$ cat config.mk
export PLATFORM = sky130hd
export DESIGN_NAME = spi_byte_engine_flat
export DESIGN_NICKNAME = d
export VERILOG_FILES = /design/src/rtl/spi_byte_engine_if.sv /design/src/rtl/spi_byte_engine.sv /design/src/flat_wrapper.sv
export SDC_FILE = /design/constraint.sdc
export NUM_CORES = 1
export LEC_CHECK = 0
export ABC_AREA = 1
export BUFFER_PORTS_ARGS = -buffer_cell sky130_fd_sc_hd__buf_2
export CAP_MARGIN = 20
export CORE_ASPECT_RATIO = 1.5
export CORE_MARGIN = 10
export CORE_UTILIZATION = 35
export DETAILED_ROUTE_END_ITERATION = 10
export GPL_ROUTABILITY_DRIVEN = 0
export GPL_TIMING_DRIVEN = 0
export SYNTH_ARGS = -nofsm -noshare
export SYNTH_HDL_FRONTEND = slang
export SYNTH_SLANG_ARGS = --single-unit
$ cat constraint.sdc
create_clock -name clk -period 2 [get_ports clk]
set_input_delay 0.4 -clock clk [delete_from_list [all_inputs] [get_ports clk]]
set_output_delay 0.4 -clock clk [all_outputs]
set_load 0.1 [all_outputs]
$ cat src/rtl/spi_byte_engine_if.sv
// Register-block side of the SPI byte engine: transfer request, byte in/out and completion.
// The register block drives the request (master); the engine answers (slave).
interface spi_byte_engine_if;
    logic [8:0] divider;
    logic       xfer_start;
    logic [7:0] tx_data;
    logic [7:0] rx_data;
    logic       xfer_complete;

    modport master (
        output divider, xfer_start, tx_data,
        input  rx_data, xfer_complete
    );

    modport slave (
        input  divider, xfer_start, tx_data,
        output rx_data, xfer_complete
    );
endinterface

$ cat src/rtl/spi_byte_engine.sv
// Byte-wide SPI mode-0 shifter: 16 sclk edges per byte, sclk half-period = divider+1 clk cycles.
// Define SPI_BYTE_ENGINE_LSB_FIRST_EN for LSB-first bit order; MSB-first otherwise.
module spi_byte_engine (
    input  logic              clk,
    input  logic              reset,
    spi_byte_engine_if.slave  bus,
    input  logic              miso,
    output logic              mosi,
    output logic              sclk
);
    localparam logic [0:0] ST_IDLE   = 1'b0;
    localparam logic [0:0] ST_ACTIVE = 1'b1;
    localparam logic [4:0] LAST_EDGE = 5'd15;

    logic [0:0] state_q,   state_d;
    logic [8:0] div_q,     div_d;
    logic [8:0] cnt_q,     cnt_d;
    logic [4:0] edge_q,    edge_d;
    logic [7:0] tx_sh_q,   tx_sh_d;
    logic [7:0] rx_sh_q,   rx_sh_d;
    logic [7:0] rx_data_q, rx_data_d;
    logic       done_q,    done_d;
    logic       sclk_q,    sclk_d;
    logic       mosi_q,    mosi_d;

    // Bit-order dependent views of the shift registers.
    logic       first_bit;
    logic       next_bit;
    logic [7:0] tx_shifted;
    logic [7:0] rx_shifted;

`ifdef SPI_BYTE_ENGINE_LSB_FIRST_EN
    assign first_bit  = bus.tx_data[0];
    assign next_bit   = tx_sh_q[1];
    assign tx_shifted = {1'b0, tx_sh_q[7:1]};
    assign rx_shifted = {miso, rx_sh_q[7:1]};
`else
    assign first_bit  = bus.tx_data[7];
    assign next_bit   = tx_sh_q[6];
    assign tx_shifted = {tx_sh_q[6:0], 1'b0};
    assign rx_shifted = {rx_sh_q[6:0], miso};
`endif

    always_comb begin
        state_d   = state_q;
        div_d     = div_q;
        cnt_d     = cnt_q;
        edge_d    = edge_q;
        tx_sh_d   = tx_sh_q;
        rx_sh_d   = rx_sh_q;
        rx_data_d = rx_data_q;
        done_d    = 1'b0;
        sclk_d    = sclk_q;
        mosi_d    = mosi_q;

        case (state_q)
            ST_IDLE: begin
                if (bus.xfer_start) begin
                    state_d = ST_ACTIVE;
                    div_d   = bus.divider;
                    tx_sh_d = bus.tx_data;
                    mosi_d  = first_bit;
                    cnt_d   = 9'd0;
                    edge_d  = 5'd0;
                    sclk_d  = 1'b0;
                end
            end
            ST_ACTIVE: begin
                if (cnt_q == div_q) begin
                    cnt_d  = 9'd0;
                    edge_d = edge_q + 5'd1;
                    sclk_d = ~sclk_q;
                    if (!sclk_q) begin
                        rx_sh_d = rx_shifted;
                    end else if (edge_q == LAST_EDGE) begin
                        // The final rising edge already captured bit 8, so the byte is complete.
                        rx_data_d = rx_sh_q;
                        done_d    = 1'b1;
                        state_d   = ST_IDLE;
                    end else begin
                        tx_sh_d = tx_shifted;
                        mosi_d  = next_bit;
                    end
                end else begin
                    cnt_d = cnt_q + 9'd1;
                end
            end
            default: state_d = ST_IDLE;
        endcase
    end

    always_ff @(posedge clk or posedge reset) begin
        if (reset) begin
            state_q   <= ST_IDLE;
            div_q     <= 9'd0;
            cnt_q     <= 9'd0;
            edge_q    <= 5'd0;
            tx_sh_q   <= 8'h00;
            rx_sh_q   <= 8'h00;
            rx_data_q <= 8'h00;
            done_q    <= 1'b0;
            sclk_q    <= 1'b0;
            mosi_q    <= 1'b0;
        end else begin
            state_q   <= state_d;
            div_q     <= div_d;
            cnt_q     <= cnt_d;
            edge_q    <= edge_d;
            tx_sh_q   <= tx_sh_d;
            rx_sh_q   <= rx_sh_d;
            rx_data_q <= rx_data_d;
            done_q    <= done_d;
            sclk_q    <= sclk_d;
            mosi_q    <= mosi_d;
        end
    end

    assign bus.rx_data       = rx_data_q;
    assign bus.xfer_complete = done_q;
    assign sclk              = sclk_q;
    assign mosi              = mosi_q;
endmodule

$ cat src/flat_wrapper.sv
// flat-port wrapper written by rule: the top's interface ports become plain ports
module spi_byte_engine_flat 
  (clk, reset, miso, mosi, sclk, bus_divider, bus_xfer_start, bus_tx_data, bus_rx_data, bus_xfer_complete);
  spi_byte_engine_if bus_i ();
  input  logic clk;
  input  logic reset;
  input  logic miso;
  output logic mosi;
  output logic sclk;
  input wire logic [$bits(bus_i.divider)-1:0] bus_divider;
  input wire logic [$bits(bus_i.xfer_start)-1:0] bus_xfer_start;
  input wire logic [$bits(bus_i.tx_data)-1:0] bus_tx_data;
  output wire logic [$bits(bus_i.rx_data)-1:0] bus_rx_data;
  output wire logic [$bits(bus_i.xfer_complete)-1:0] bus_xfer_complete;
  assign bus_i.divider = bus_divider;
  assign bus_i.xfer_start = bus_xfer_start;
  assign bus_i.tx_data = bus_tx_data;
  assign bus_rx_data = bus_i.rx_data;
  assign bus_xfer_complete = bus_i.xfer_complete;
  spi_byte_engine u_core (.clk(clk), .reset(reset), .bus(bus_i), .miso(miso), .mosi(mosi), .sclk(sclk));
endmodule
**Word level (Yosys, flattened, before mapping)**

Index checks and enable logic that the tools add are counted.

- $add $sub $neg: 2
- $mul: 0
- Divide/modulo/power cells: 0
- Magnitude comparators: 0
- Eq/ne operators: 6
- Shift-type cells: 0
- Mux-type cells: 28
- Bitwise logic cells: 2
- Reduce and logical (&&, ||, !) cells: 5

Operators with widths:

| kind | count |
|---|---|
| two-way mux 7 bit | 4 |
| two-way mux 9 bit | 2 |
| one-hot mux 9 bit (2 select lines) | 1 |
| two-way mux 1 bit | 14 |
| one-hot mux 7 bit (2 select lines) | 1 |
| two-way mux 5 bit | 2 |
| one-hot mux 5 bit (2 select lines) | 1 |
| adder 9 x 1 -> 9 bit, second input constant | 1 |
| equality test 9 bit | 1 |
| inequality test 2 bit, second input constant | 4 |
| AND reduction 4 bit | 2 |
| one-hot mux 1 bit (2 select lines) | 3 |
| adder 5 x 1 -> 5 bit, second input constant | 1 |
| equality test 5 x 4 -> 1 bit, second input constant | 1 |
| AND reduction 2 bit | 2 |
| AND reduction 3 bit | 1 |
| inverter 1 bit | 2 |

- Bits in registers: 50
- Latch bits: 0
- Bits in writable memories: 0
- Bits in read-only memories: 0
- Input port bits: 21
- Output and inout port bits: 11
- Logic and storage cells: 53
- Memories kept: 0

**Logic depth before layout (Yosys ltp)**

- Word-level depth: 5
- Mapped depth: 11
- Mapped depth without buffers: 11

**Worst setup path before layout**

OpenSTA, ideal clock, no wires.

- Path type: reg2reg
- Start point: reg u_core.sclk_q (netlist: u_core.sclk)
- End point: reg u_core.mosi_q (netlist: u_core.mosi)
- Setup time: 122 ps
- Data arrival time: 1,619 ps
- Required time: 1,878 ps
- Path slack: 259 ps
- Cell stages (with the launch flop): 6
- Path buffers: 0
- Period minus slack after synthesis: 1,741 ps
- Cell sequence: dfrtp_1 -> inv_1 -> o21ai_2 -> nand2_2 -> nand2_1 -> nand2_1

- Longest elaborated chain between the ends: 2

RTL lines:

| what | line | source |
|---|---|---|
| start: declaration | spi_byte_engine.sv:23 | `logic sclk_q, sclk_d;` |
| start signal: assignment | spi_byte_engine.sv:113 | `sclk_q <= sclk_d;` |
| inequality test 2 bit (no line) | n/a |  |
| AND reduction 4 bit (no line) | n/a |  |
| end signal: assignment | spi_byte_engine.sv:114 | `mosi_q <= mosi_d;` |
| end: declaration | spi_byte_engine.sv:24 | `logic mosi_q, mosi_d;` |

Every way passes these cells.
A chain may end at the register's enable or synchronous reset.

**Worst setup path in the final report**

- Start point: reg u_core.edge_q[0]
- End point: reg u_core.mosi_q (netlist: u_core.mosi)

- Longest elaborated chain between the ends: 3

RTL lines:

| what | line | source |
|---|---|---|
| start: declaration | spi_byte_engine.sv:18 | `logic [4:0] edge_q, edge_d;` |
| start signal: assignment | spi_byte_engine.sv:108 | `edge_q <= edge_d;` |
| equality test 5 x 4 -> 1 bit | spi_byte_engine.sv:75 | `end else if (edge_q == LAST_EDGE) begin` |
| inequality test 2 bit (no line) | n/a |  |
| AND reduction 4 bit (no line) | n/a |  |

Every way passes these cells.

==> results.py <==
metrics = {
    "critical_path": {
        "crit_path_max_fanout": 8,
        "cp.required_ns": 2.20,
        "rr_worst_depth": 8,
        "cp.arrival_ns": 1.96,
        "crit_path_start_kind": "flip-flop",
        "path_delay_family": "simple AND/OR/NAND/NOR gates",
        "slowest_delay_ns": 0.42,
        "reg2reg_setup_slack_ns": 0.25,
        "crit_chain": "ha_1 -> nand2_1 -> nor2_1 -> ha_1 -> o21ai_2 -> nand2_2 -> nand2_1 -> nand2_1",
        "crit_path_frequent_cell": "nand2_1",
        "cp-end-kind": "flip-flop",
        "worst-path-stages": 8,
        "crit_type": "flip-flop to flip-flop",
        "slowest_stage": "dfrtp_1",
        "critPathBufInv": 0,
    },
    "die": {
        "dieArea_sq_um": 10700,
        "pin_count": 32,
        "rows": 37,
        "fp.dieH_microns": 122,
        "initial_core_util_pct": 35.6,
        "die_w_microns": 87.7,
        "core_sq_um": 6760,
    },
    "synth": {
        "syn-instance-count": 275,
        "synth_simple_gate_area_share_pct": 27.3,
        "synthArstFlopShare_pct": 100,
        "syn_area_per_cell_sq_um": 8.75,
        "synth_top_family_by_area": "simple AND/OR/NAND/NOR gates",
        "ys_warn_count": 0,
        "synth-edff-count": 0,
        "synthMuxAreaShare_pct": 3.27,
        "synth_top_cell_by_area": "dfrtp_1",
        "synth.most_common_cell": "nand2_1",
        "synth_commonest_cells": "96 x nand2_1, 50 x dfrtp_1, 29 x inv_1",
        "synth_area_leaders": "dfrtp_1 52%, nand2_1 15%, nand3_1 5.0%",
        "yosys.area_share.xor_xnor_pct": 5.82,
        "synth_fa_ha_area_share_pct": 1.56,
        "ys_ff_latch": 50,
        "synth_compound_area_share_pct": 3.59,
        "ys_types": 28,
        "syn-num-nets": 299,
        "synthFlopType": "dfrtp_1",
        "seq_area_frac_synth_pct": 52.0,
        "syn_area_sq_um": 2410,
        "yosys.area.top_type_share_pct": 52.0,
    },
    "power": {
        "power_uw": 2850,
        "p_leak_uw": 0.00152,
        "vdd_drop_max_uv": 375,
        "power.density_nw_per_um2": 1030,
    },
    "sta": {
        "maxSlewViolCount": 0,
        "setup_violations": 0,
        "rsz0062_at_grt": "no",
        "post-route-period-util_pct": 87.7,
        "final_hold_viol_count": 0,
        "min_period_ns": 1.75,
        "fin_skew_ns": 0.0118,
        "worstMarginPinSlew_ns": 0.502,
        "slew_headroom_pct": 66.8,
        "clock.fmax_mhz": 570,
    },
    "global_routing": {
        "antenna_found_initial": 0,
        "grt_pass1_vias": 1874,
        "grt_start_max_net_pins": 37,
        "gr-total-overflow": 0,
        "grt.total_usage_pct": 9.75,
        "grt_pass1_wl_microns": 8530,
    },
    "clock_tree": {
        "clk_pin_slew_ns": 0.09,
        "cts_tree": "built",
        "postCtsSetupRepairBufs": 0,
        "insertion_delay_ns": 0.31,
        "cts_sinks": 50,
        "cts_max_level": 2,
        "clockBufferDepth": 2,
        "cts_root_buffer": "clkbuf_8",
        "cts_buffers": 5,
    },
    "final_layout": {
        "n_antenna_cell": 0,
        "drive_gt1_share_pct": 20.1,
        "area_growth_syn_to_layout_pct": 14.9,
        "fin_util_pct": 40.9,
        "nNetsFinal": 338,
    },
    "flow_run": {
        "maxCapViolations": 0,
    },
    "route": {
        "drt-initial-drc-count": 85,
        "ant_nets": 0,
        "drc": 0,
        "vias_per_cell": 4.66,
        "dr.pass1.iters": 4,
        "drt-total-wl_microns": 4920,
        "vias": 1826,
        "wl_per_cell_microns": 12.6,
    },
    "place": {
        "io_buffers": 31,
        "post-dp-hpwl_microns": 3650,
    },
    "outcome": {
        "status": "complete, no violations",
    },
    "hold_path": {
        "hp-class": "primary input to async pin",
    },
}
-- worst reg2reg max path, stage by stage (launching register included) --
cell	delay (ns)
dfrtp_1	0.42
ha_1	0.24
nand2_1	0.07
nor2_1	0.05
ha_1	0.20
o21ai_2	0.34
nand2_2	0.20
nand2_1	0.09
nand2_1	0.05
-- metal layers --
metal	part of all wire, %	GRT usage (%)	vias to the layer above
met2	49	16.3	30
met3	5.0	2.94	5
met1	44	11.1	852
met5	0	0	-
li1	-	-	939
met4	1.9	4.20	0
-- layout by cell type (no fill, tap or decap), drive strengths merged --
cell,n
nand2,102
dfrtp,50
buf,36
inv,32
nand3,25
nor2,9
xnor2,8
nand3b,8
xor2,8
mux2,7
o21ai,7
clkbuf,7
o22ai,6
ha,3
a21oi,2
nor3,1
clkinv,1
nand4,1
clkinvlp,1
-- state kept, by name, summed over array words and instances (netlist names) --
name and count:
u_core.bus.rx_data 8, u_core.sclk 1, u_core.div_q 9, u_core.state_q 1, u_core.mosi 1, u_core.bus.xfer_complete 1, u_core.tx_sh_q 7, u_core.edge_q 5
u_core.cnt_q 9, u_core.rx_sh_q 8
-- per-stage QoR --
| stage | hold WS (ns) | worst slack, ns | setup TNS (ns) | cells | area, sq um |
|---|---|---|---|---|---|
| global placement | 0.449 | -0.313 | -15.47 | 384 | 2660 |
| finish | 0.0472 | 0.245 | 0 | 392 | 2770 |
| CTS | 0.0459 | 0.164 | 0 | 392 | 2760 |
| detailed placement | 0.385 | 0.187 | 0 | 385 | 2680 |
| global route | 0.0673 | 0.0531 | 0 | 392 | 2770 |
| floorplan | 0.433 | 0.259 | 0 | 275 | 2410 |
-- logic make-up (layout without fill, tap and decap cells) --
logic type	count (synthesis)	after routing
flops	50	50
mux	7	7
xor+xnor	16	16
fa+ha+maj	3	3
compound gates	15	15
simple gates	146	146
buf+inv	38	77
-- where the power goes --
part | switching [uW] | internal [uW]
registers | 195 | 1230
logic | 526 | 332
clock network | 321 | 240
-- path summary, 6_finish.rpt --
check,from,to
hold reg to reg,u_core.tx_sh_q[6],u_core.tx_sh_q[6]
setup reg to reg,u_core.edge_q[0],u_core.mosi
max in group asynchronous,reset,u_core.bus.rx_data[0]
hold / removal,reset,u_core.cnt_q[6]
min in group clk,bus_divider[1],u_core.div_q[1]
setup / recovery,u_core.edge_q[0],u_core.mosi
-- final cells by class --
cell class / count / area [sq um]
buffer: 5 / 30.0
clock buffer: 6 / 72.6
clock inverter: 1 / 7.51
fill: 699 / 3990
inverter: 33 / 125
multi-input combinational: 187 / 1010
sequential: 50 / 1250
tap: 78 / 97.6
timing repair buffer: 32 / 175
-- timing repair --
| item | CTS | global route |
|---|---|---|
| hold buffers | 0 | 0 |
| endpoints found under the hold margin | 0 | 0 |
| gates resized for setup | 0 | 1 |
| setup endpoints to repair | 0 | 9 |
Note: power is estimated with default switching activity, not from simulation.
